==> config.mk <==
export PLATFORM = sky130hd
export DESIGN_NAME = shift_r_int16_iter
export DESIGN_NICKNAME = d
export VERILOG_FILES = /design/src/rtl/shift_r_int16_iter.sv
export SDC_FILE = /design/constraint.sdc
export NUM_CORES = 1
export LEC_CHECK = 0
export BUFFER_PORTS_ARGS = -buffer_cell sky130_fd_sc_hd__buf_4
export CAP_MARGIN = 10
export CORE_MARGIN = 4
export CORE_UTILIZATION = 50
export CTS_CLUSTER_DIAMETER = 40
export DETAILED_ROUTE_END_ITERATION = 16
export GPL_ROUTABILITY_DRIVEN = 0
export MAX_ROUTING_LAYER = met4
export PLACE_DENSITY = 0.76
export SYNTH_ARGS = -nofsm -noshare
export SYNTH_HDL_FRONTEND = slang
export SYNTH_SLANG_ARGS = --single-unit
==> constraint.sdc <==
create_clock -name clk -period 1.8 [get_ports clk]
set_input_delay 0.27 -clock clk [delete_from_list [all_inputs] [get_ports clk]]
set_output_delay 0.27 -clock clk [all_outputs]
set_load 0.05 [all_outputs]
==> src/rtl/shift_r_int16_iter.sv <==
// Iterative barrel right shifter. Stage k shifts by 2^k when amount bit k is set,
// so every operation takes SHIFT_WIDTH stage cycles no matter what the amount is.
module shift_r_int16_iter #(
  parameter int WIDTH       = 16,
  parameter int SHIFT_WIDTH = 4
) (
  input  logic             clk,
  input  logic             rst_n,
  input  logic             in_valid,
  output logic             in_ready,
  input  logic [WIDTH-1:0] A,
  input  logic [WIDTH-1:0] B,
  input  logic             arith,
  output logic             out_valid,
  input  logic             out_ready,
  output logic [WIDTH-1:0] Y
);

  typedef enum logic [1:0] {IDLE, SHIFT, DONE} state_e;

  localparam logic [SHIFT_WIDTH-1:0] LAST_STAGE = SHIFT_WIDTH'(SHIFT_WIDTH - 1);

  state_e                 state_q;
  logic [SHIFT_WIDTH-1:0] cnt_q;
  logic [SHIFT_WIDTH-1:0] amt_q;
  logic                   mode_q;
  logic [WIDTH-1:0]       work_q;
  logic [WIDTH-1:0]       work_d;
  logic [WIDTH-1:0]       y_q;
  logic                   in_ready_q;
  logic                   out_valid_q;
  logic [SHIFT_WIDTH-1:0] stage_dist;

  // Only the low amount bits select stages; the rest of B is deliberately dropped.
  logic unused_b_hi;
  assign unused_b_hi = ^B[WIDTH-1:SHIFT_WIDTH];

  // The work register keeps the captured sign in its MSB under arithmetic mode,
  // so sign-filling from work_q is the same as filling from the original A MSB.
  always_comb begin
    // NOTE: every always_comb output gets a default first so no latch is inferred.
    work_d     = work_q;
    stage_dist = SHIFT_WIDTH'(1) << cnt_q;
    if (amt_q[cnt_q]) begin
      if (mode_q) work_d = WIDTH'($signed(work_q) >>> stage_dist);
      else        work_d = work_q >> stage_dist;
    end
  end

  // NOTE: all state, including the data registers, is asynchronously reset so an
  // aborted operation can never leak a stale value onto Y after reset.
  always_ff @(posedge clk or negedge rst_n) begin
    if (!rst_n) begin
      state_q     <= IDLE;
      cnt_q       <= '0;
      amt_q       <= '0;
      mode_q      <= 1'b0;
      work_q      <= '0;
      y_q         <= '0;
      in_ready_q  <= 1'b1;
      out_valid_q <= 1'b0;
    end else begin
      // NOTE: sequential state uses non-blocking assignments only.
      case (state_q)
        IDLE: begin
          if (in_valid) begin
            work_q     <= A;
            amt_q      <= B[SHIFT_WIDTH-1:0];
            mode_q     <= arith;
            cnt_q      <= '0;
            in_ready_q <= 1'b0;
            state_q    <= SHIFT;
          end
        end
        SHIFT: begin
          work_q <= work_d;
          cnt_q  <= cnt_q + 1'b1;
          if (cnt_q == LAST_STAGE) begin
            y_q         <= work_d;
            out_valid_q <= 1'b1;
            state_q     <= DONE;
          end
        end
        DONE: begin
          if (out_ready) begin
            out_valid_q <= 1'b0;
            in_ready_q  <= 1'b1;
            state_q     <= IDLE;
          end
        end
        default: state_q <= IDLE;
      endcase
    end
  end

  assign in_ready  = in_ready_q;
  assign out_valid = out_valid_q;
  assign Y         = y_q;

endmodule

Word level (Yosys, flattened, before mapping)
Cells that the tools add are included.
Word-level totals
  flip-flop bits (word level): 45
  latch bits: 0
  RAM bits: 0
  ROM bits: 0
  bits of input ports: 37
  output and inout bits: 18
  word-level logic and storage cells: 47
  memories: 0
Operators by class
  add/subtract/negate cells: 1
  multiply operators: 0
  div/mod/pow operators: 0
  $lt $le $gt $ge: 1
  eq/ne operators: 6
  shift-type cells: 3
  mux-type cells: 18
  bitwise logic cells: 0
  reductions and logical operators: 10
Operators with widths (number)
  16-bit 2-to-1 mux: 3
  16-bit case mux with 2 select lines: 1
  16-bit by 4-bit >> shifter with 16-bit output: 1
  16-bit by 4-bit >>> shifter with 16-bit output: 1
  3-bit AND reduction: 3
  4-bit case mux with 2 select lines: 1
  2-bit 2-to-1 mux: 3
  2-bit inequality test (second input constant): 3
  2-bit case mux with 3 select lines: 1
  2-bit AND reduction: 3
  2-bit nonzero test: 3
  1-bit 2-to-1 mux: 5
  4-bit by 1-bit adder with 4-bit output (second input constant): 1
  4-bit by 2-bit equality test with 1-bit output (second input constant): 1
  4-bit by 3-bit < comparator with 1-bit output (second input constant): 1
  4-bit 2-to-1 mux: 1
  1-bit case mux with 2 select lines: 2
  1-bit by 4-bit << shifter with 4-bit output (first input constant): 1
  1-bit binary-select mux with 2-bit select: 1
  2-bit by 1-bit equality test with 1-bit output (second input constant): 1
  2-bit equality test (second input constant): 1
  2-bit zero test: 1

Depth between registers and ports, before layout
  word-level depth: 5
  gate-level depth with buffers: 7
  depth with buffers taken out: 5

Least setup slack after synthesis
Ideal clock, no wire load.
  path kind: reg2reg
  start point: register cnt_q[1]
  end point: register y_q[9], in the netlist Y[9]
  setup time: 134 ps
  data arrival time: 1569 ps
  data required time: 1666 ps
  setup slack: 97 ps
  cell stages (with the launch flop): 5
  path buffers: 0
  clock period less this slack: 1703 ps
  cell sequence: dfrtp_1 -> mux4_2 -> or4_1 -> o21ai_1 -> a31oi_1
Between the ends
  word-level cells in the longest chain between the ends: 4
  elaborated cells on any way between the ends: 9
  classes of those cells: eq/ne (1); shift (3); mux (4); reduce/logical (1)
RTL lines
  from (decl): RTL line 24  | logic [SHIFT_WIDTH-1:0] cnt_q;
  from (signal assigned): RTL line 77  | cnt_q <= cnt_q + 1'b1;
  1-bit by 4-bit << shifter with 4-bit output: RTL line 43  | stage_dist = SHIFT_WIDTH'(1) << cnt_q;
  16-bit by 4-bit >> shifter with 16-bit output or 16-bit by 4-bit >>> shifter with 16-bit output (tied branches): RTL line 46, 45
  16-bit 2-to-1 mux: RTL line 45  | if (mode_q) work_d = WIDTH'($signed(work_q) >>> stage_dist);
  16-bit 2-to-1 mux: RTL line 44  | if (amt_q[cnt_q]) begin
  to (signal assigned): RTL line 79  | y_q <= work_d;
  to (decl): RTL line 29  | logic [WIDTH-1:0] y_q;
Parallel ways exist; a longest one is shown, timed or not. The select of a mux whose other input is x is not followed.
A chain may end at the register's enable or synchronous reset.

Worst setup path in the final report
Same ends and word-level chain as after synthesis.

==> flow_results.xml <==
<?xml version="1.0" encoding="UTF-8"?>
<metrics>
  <group name="run_status">
    <metric name="outcome" unit="">finished, violations left</metric>
    <metric name="failed_checks" unit="">negative setup slack</metric>
  </group>
  <group name="logic_synthesis">
    <metric name="synth_seq_area_share" unit="%">40.5</metric>
    <metric name="ys_dominant_reg_cell" unit="">sky130_fd_sc_hd__dfrtp_1</metric>
    <metric name="postSynthCellCount" unit="">292</metric>
    <metric name="synthesis.area_per_instance" unit="µm²">9.53</metric>
    <metric name="synthesis.yosys.warnings" unit="">0</metric>
    <metric name="postSynthRegisterBits" unit="">45</metric>
    <metric name="synth-async-reset-ratio" unit="%">100</metric>
    <metric name="mappedNetlistNets" unit="">330</metric>
    <metric name="yosys.cell_types.count" unit="">56</metric>
    <metric name="post_synth_edffs" unit="">0</metric>
    <metric name="mappedNetlistArea" unit="µm²">2780</metric>
  </group>
  <group name="grt">
    <metric name="number_of_antenna_violations_at_the_first_check_in_global_routing" unit="">0</metric>
    <metric name="grt_max_degree" unit="">46</metric>
    <metric name="globalRouteOverflowTotal" unit="">0</metric>
    <metric name="via_count_of_the_first_global_routing_pass" unit="">2555</metric>
    <metric name="grt_first_pass_wirelength" unit="mm">13.0</metric>
    <metric name="gr-usage-all-layers" unit="%">26.3</metric>
  </group>
  <group name="finish">
    <metric name="finish.net_count" unit="">404</metric>
    <metric name="instances_no_fill" unit="">436</metric>
    <metric name="final_layout_size_suffix_gt1_share" unit="%">37.7</metric>
    <metric name="areaGrowthSynthToFinish" unit="%">34.7</metric>
    <metric name="insertedDiodeCount" unit="">0</metric>
    <metric name="area_of_all_placed_cells_without_fillers" unit="µm²">3750</metric>
  </group>
  <group name="placed_design">
    <metric name="dp_hpwl" unit="mm">5.74</metric>
    <metric name="place_inst" unit="">423</metric>
    <metric name="port_buffers" unit="">42</metric>
    <metric name="dpl-instance-area" unit="µm²">3420</metric>
  </group>
  <group name="die">
    <metric name="core.rowCount" unit="">26</metric>
    <metric name="initial_core_util" unit="%">53.1</metric>
    <metric name="chipHeight" unit="µm">82.6</metric>
    <metric name="io-pin-count" unit="">55</metric>
    <metric name="design.die.area" unit="µm²">6820</metric>
    <metric name="dieWidth" unit="µm">82.6</metric>
    <metric name="core-area" unit="µm²">5240</metric>
  </group>
  <group name="route">
    <metric name="dr.first_iter.drc_count" unit="">381</metric>
    <metric name="vias" unit="">2811</metric>
    <metric name="routed_via_density" unit="">6.45</metric>
    <metric name="drc_errors" unit="">0</metric>
    <metric name="drt_wl_total" unit="mm">8.85</metric>
    <metric name="route.detailed.wl_per_inst" unit="µm">20.3</metric>
    <metric name="antenna_violating_nets_post_route" unit="">0</metric>
    <metric name="drt-pass1-iter-count" unit="">5</metric>
  </group>
  <group name="timing">
    <metric name="grt_setup_unrepaired" unit="">true</metric>
    <metric name="postLayoutSetupSlackWorst" unit="ns">-0.0275</metric>
    <metric name="finalSetupViolations" unit="">2</metric>
    <metric name="finalWorstPathRequiredPeriod" unit="ns">1.83</metric>
    <metric name="setup-tns-final" unit="ns">-0.0383</metric>
    <metric name="relative_max_transition_margin" unit="%">60.2</metric>
    <metric name="max_freq" unit="MHz">547</metric>
    <metric name="finClkSkew" unit="ns">0.00621</metric>
    <metric name="hold_viol" unit="">0</metric>
    <metric name="timing_worst_slew_pin_value" unit="ns">0.591</metric>
    <metric name="timing.final.crit_share" unit="%">102</metric>
    <metric name="timing_max_transition_violations_final" unit="">0</metric>
    <metric name="fin_hold_ws" unit="ns">0.154</metric>
  </group>
  <group name="power">
    <metric name="static-leakage-power" unit="nW">1.62</metric>
    <metric name="power-per-cell-area" unit="nW/µm²">2450</metric>
    <metric name="peakVddDrop" unit="mV">1.34</metric>
  </group>
  <group name="clocking">
    <metric name="clock_insertion_delay_worst_skew" unit="ns">0.30</metric>
    <metric name="clkSlewWorstSetupHoldPaths" unit="ns">0.08</metric>
    <metric name="root_buffer" unit="">sky130_fd_sc_hd__clkbuf_8</metric>
    <metric name="cts.htree.levels" unit="">2</metric>
    <metric name="cts_buffers" unit="">5</metric>
    <metric name="clock_path_buffers" unit="">2</metric>
    <metric name="cts_tree" unit="">yes</metric>
    <metric name="clock_sinks" unit="">45</metric>
  </group>
  <group name="critical_path">
    <metric name="setup.worst_path.end_class" unit="">flip-flop</metric>
    <metric name="crit_path_top_delay_cell" unit="">sky130_fd_sc_hd__mux4_2</metric>
    <metric name="max_fo_critical_path" unit="">5</metric>
    <metric name="timing.critical_path.slowest_cell_delay" unit="ns">0.61</metric>
    <metric name="cp_arrival" unit="ns">2.00</metric>
    <metric name="cp_data_required_time" unit="ns">1.97</metric>
    <metric name="worst_r2r_path_depth" unit="">4</metric>
    <metric name="criticalPathCategory" unit="">reg -&gt; reg</metric>
    <metric name="timing.critical_path.cells" unit="">mux4_2 &gt; or4_1 &gt; o21ai_1 &gt; a31oi_1</metric>
    <metric name="critical_path.startpoint_type" unit="">flip-flop</metric>
  </group>
  <group name="min_path">
    <metric name="min_path_type" unit="">in -&gt; reg</metric>
    <metric name="worstHoldPathCells" unit="">2</metric>
  </group>
  <group name="run">
    <metric name="drv_cap" unit="">0</metric>
  </group>
</metrics>
==> cell usage after synthesis, types with 6 or more instances <==
library cell	n	share of area (%)
sky130_fd_sc_hd__o31ai_1	6	1.6
sky130_fd_sc_hd__o21ai_0	32	5.8
sky130_fd_sc_hd__clkbuf_1	11	1.5
sky130_fd_sc_hd__a22oi_1	12	3.2
sky130_fd_sc_hd__buf_2	9	1.6
sky130_fd_sc_hd__inv_1	9	1.2
sky130_fd_sc_hd__nand2_1	26	3.5
sky130_fd_sc_hd__o22ai_1	10	2.2
sky130_fd_sc_hd__mux2_2	8	3.2
sky130_fd_sc_hd__a21oi_1	9	1.6
sky130_fd_sc_hd__mux2i_1	14	5.0
sky130_fd_sc_hd__a211oi_1	8	2.2
sky130_fd_sc_hd__nor2_1	16	2.2
sky130_fd_sc_hd__dfrtp_1	44	40
==> cells by family (layout without fill, tap and decap cells) <==
family          Yosys count  in the layout  synth area share, %
compound gates          110            110                 26.8
fa+ha+maj                 2              2                0.810
buf+inv                  35            109                 6.21
flops                    45             45                 40.5
mux                      27             27                 12.3
simple gates             73             73                 13.3
==> where the power goes <==
part	internal, mW	switching, mW
clock network	0.404	0.347
registers	1.51	0.601
logic	2.89	3.43
==> stage by stage <==
| stage | utilization, % | power [mW] | setup WS, ns |
|---|---|---|---|
| floorplan | - | 5.47 | 0.0971 |
| global placement | 65.3 | 7.32 | -0.161 |
| detailed placement | 65.3 | 7.42 | -0.167 |
| CTS | 68.6 | 8.43 | -0.0522 |
| global route | 71.5 | 9.69 | -0.111 |
| finish | 71.5 | 9.18 | -0.0275 |
==> routing by layer <==
layer,vias up,routed length [µm],GRT usage (%)
met5,-,0,-
met4,0,314,8.33
met3,40,825,3.47
met2,186,4080,39.5
met1,1333,3630,37.0
li1,1252,-,-
==> flip-flops by register name, indices dropped and copies added (netlist names) <==
register / count
Y: 16
work_q: 16
amt_q: 4
cnt_q: 4
state_q: 2
in_ready: 1
mode_q: 1
out_valid: 1
==> placed cells by master (no fill, tap or decap), types with 5 or more instances in the layout <==
cell and n:
sky130_fd_sc_hd__clkbuf_8 5, sky130_fd_sc_hd__o21ai_0 27, sky130_fd_sc_hd__o21ai_1 5, sky130_fd_sc_hd__nand2_1 26, sky130_fd_sc_hd__o31ai_1 6, sky130_fd_sc_hd__a22o_1 5
sky130_fd_sc_hd__mux2_2 6, sky130_fd_sc_hd__mux2i_1 12, sky130_fd_sc_hd__inv_1 9, sky130_fd_sc_hd__o22ai_1 10, sky130_fd_sc_hd__mux4_2 5, sky130_fd_sc_hd__buf_6 5
sky130_fd_sc_hd__a211oi_1 6, sky130_fd_sc_hd__dfrtp_1 41, sky130_fd_sc_hd__a21oi_1 7, sky130_fd_sc_hd__nor2_1 16, sky130_fd_sc_hd__a22oi_1 10, sky130_fd_sc_hd__buf_4 81
==> repair_timing <==
| item | CTS | global route |
|---|---|---|
| hold buffers | 1 | 0 |
| cloned | 1 | 1 |
| setup buffers | 2 | 1 |
| endpoints found under the hold margin | 44 | 0 |
| pin swaps | 1 | 8 |
| setup endpoints to repair | 11 | 28 |
| gates resized for setup | 8 | 33 |
==> area by class of cell <==
class                   instances  area (µm²)
multi-input cells             212        1610
fillers                       379        1490
flip-flops and latches         45        1130
repair buffers                 93         785
well taps                      70        87.6
clock buffers                   5        68.8
clock inverters                 2        35.0
inverters                       9        33.8
==> worst max-delay path: cells and delay by family (launching register included) <==
kind / cells / cell delay (ns)
DFF: 1 / 0.46
muxes: 1 / 0.61
AOI/OAI and AO/OA: 2 / 0.14
and+or+nand+nor: 1 / 0.49
==> worst paths after layout <==
path	start	endpoint	slack (ns)
worst max-delay path	cnt_q[1]	Y[9]	-0.03
worst min-delay path	out_ready	state_q[1]	0.15
worst max register to register	cnt_q[1]	Y[9]	-0.03
worst min register to register	Y[8]	Y[8]	0.49
max in group asynchronous	rst_n	cnt_q[2]	0.88
min in group asynchronous	rst_n	cnt_q[0]	0.52
No activity file was read; power rests on OpenSTA's default activity.
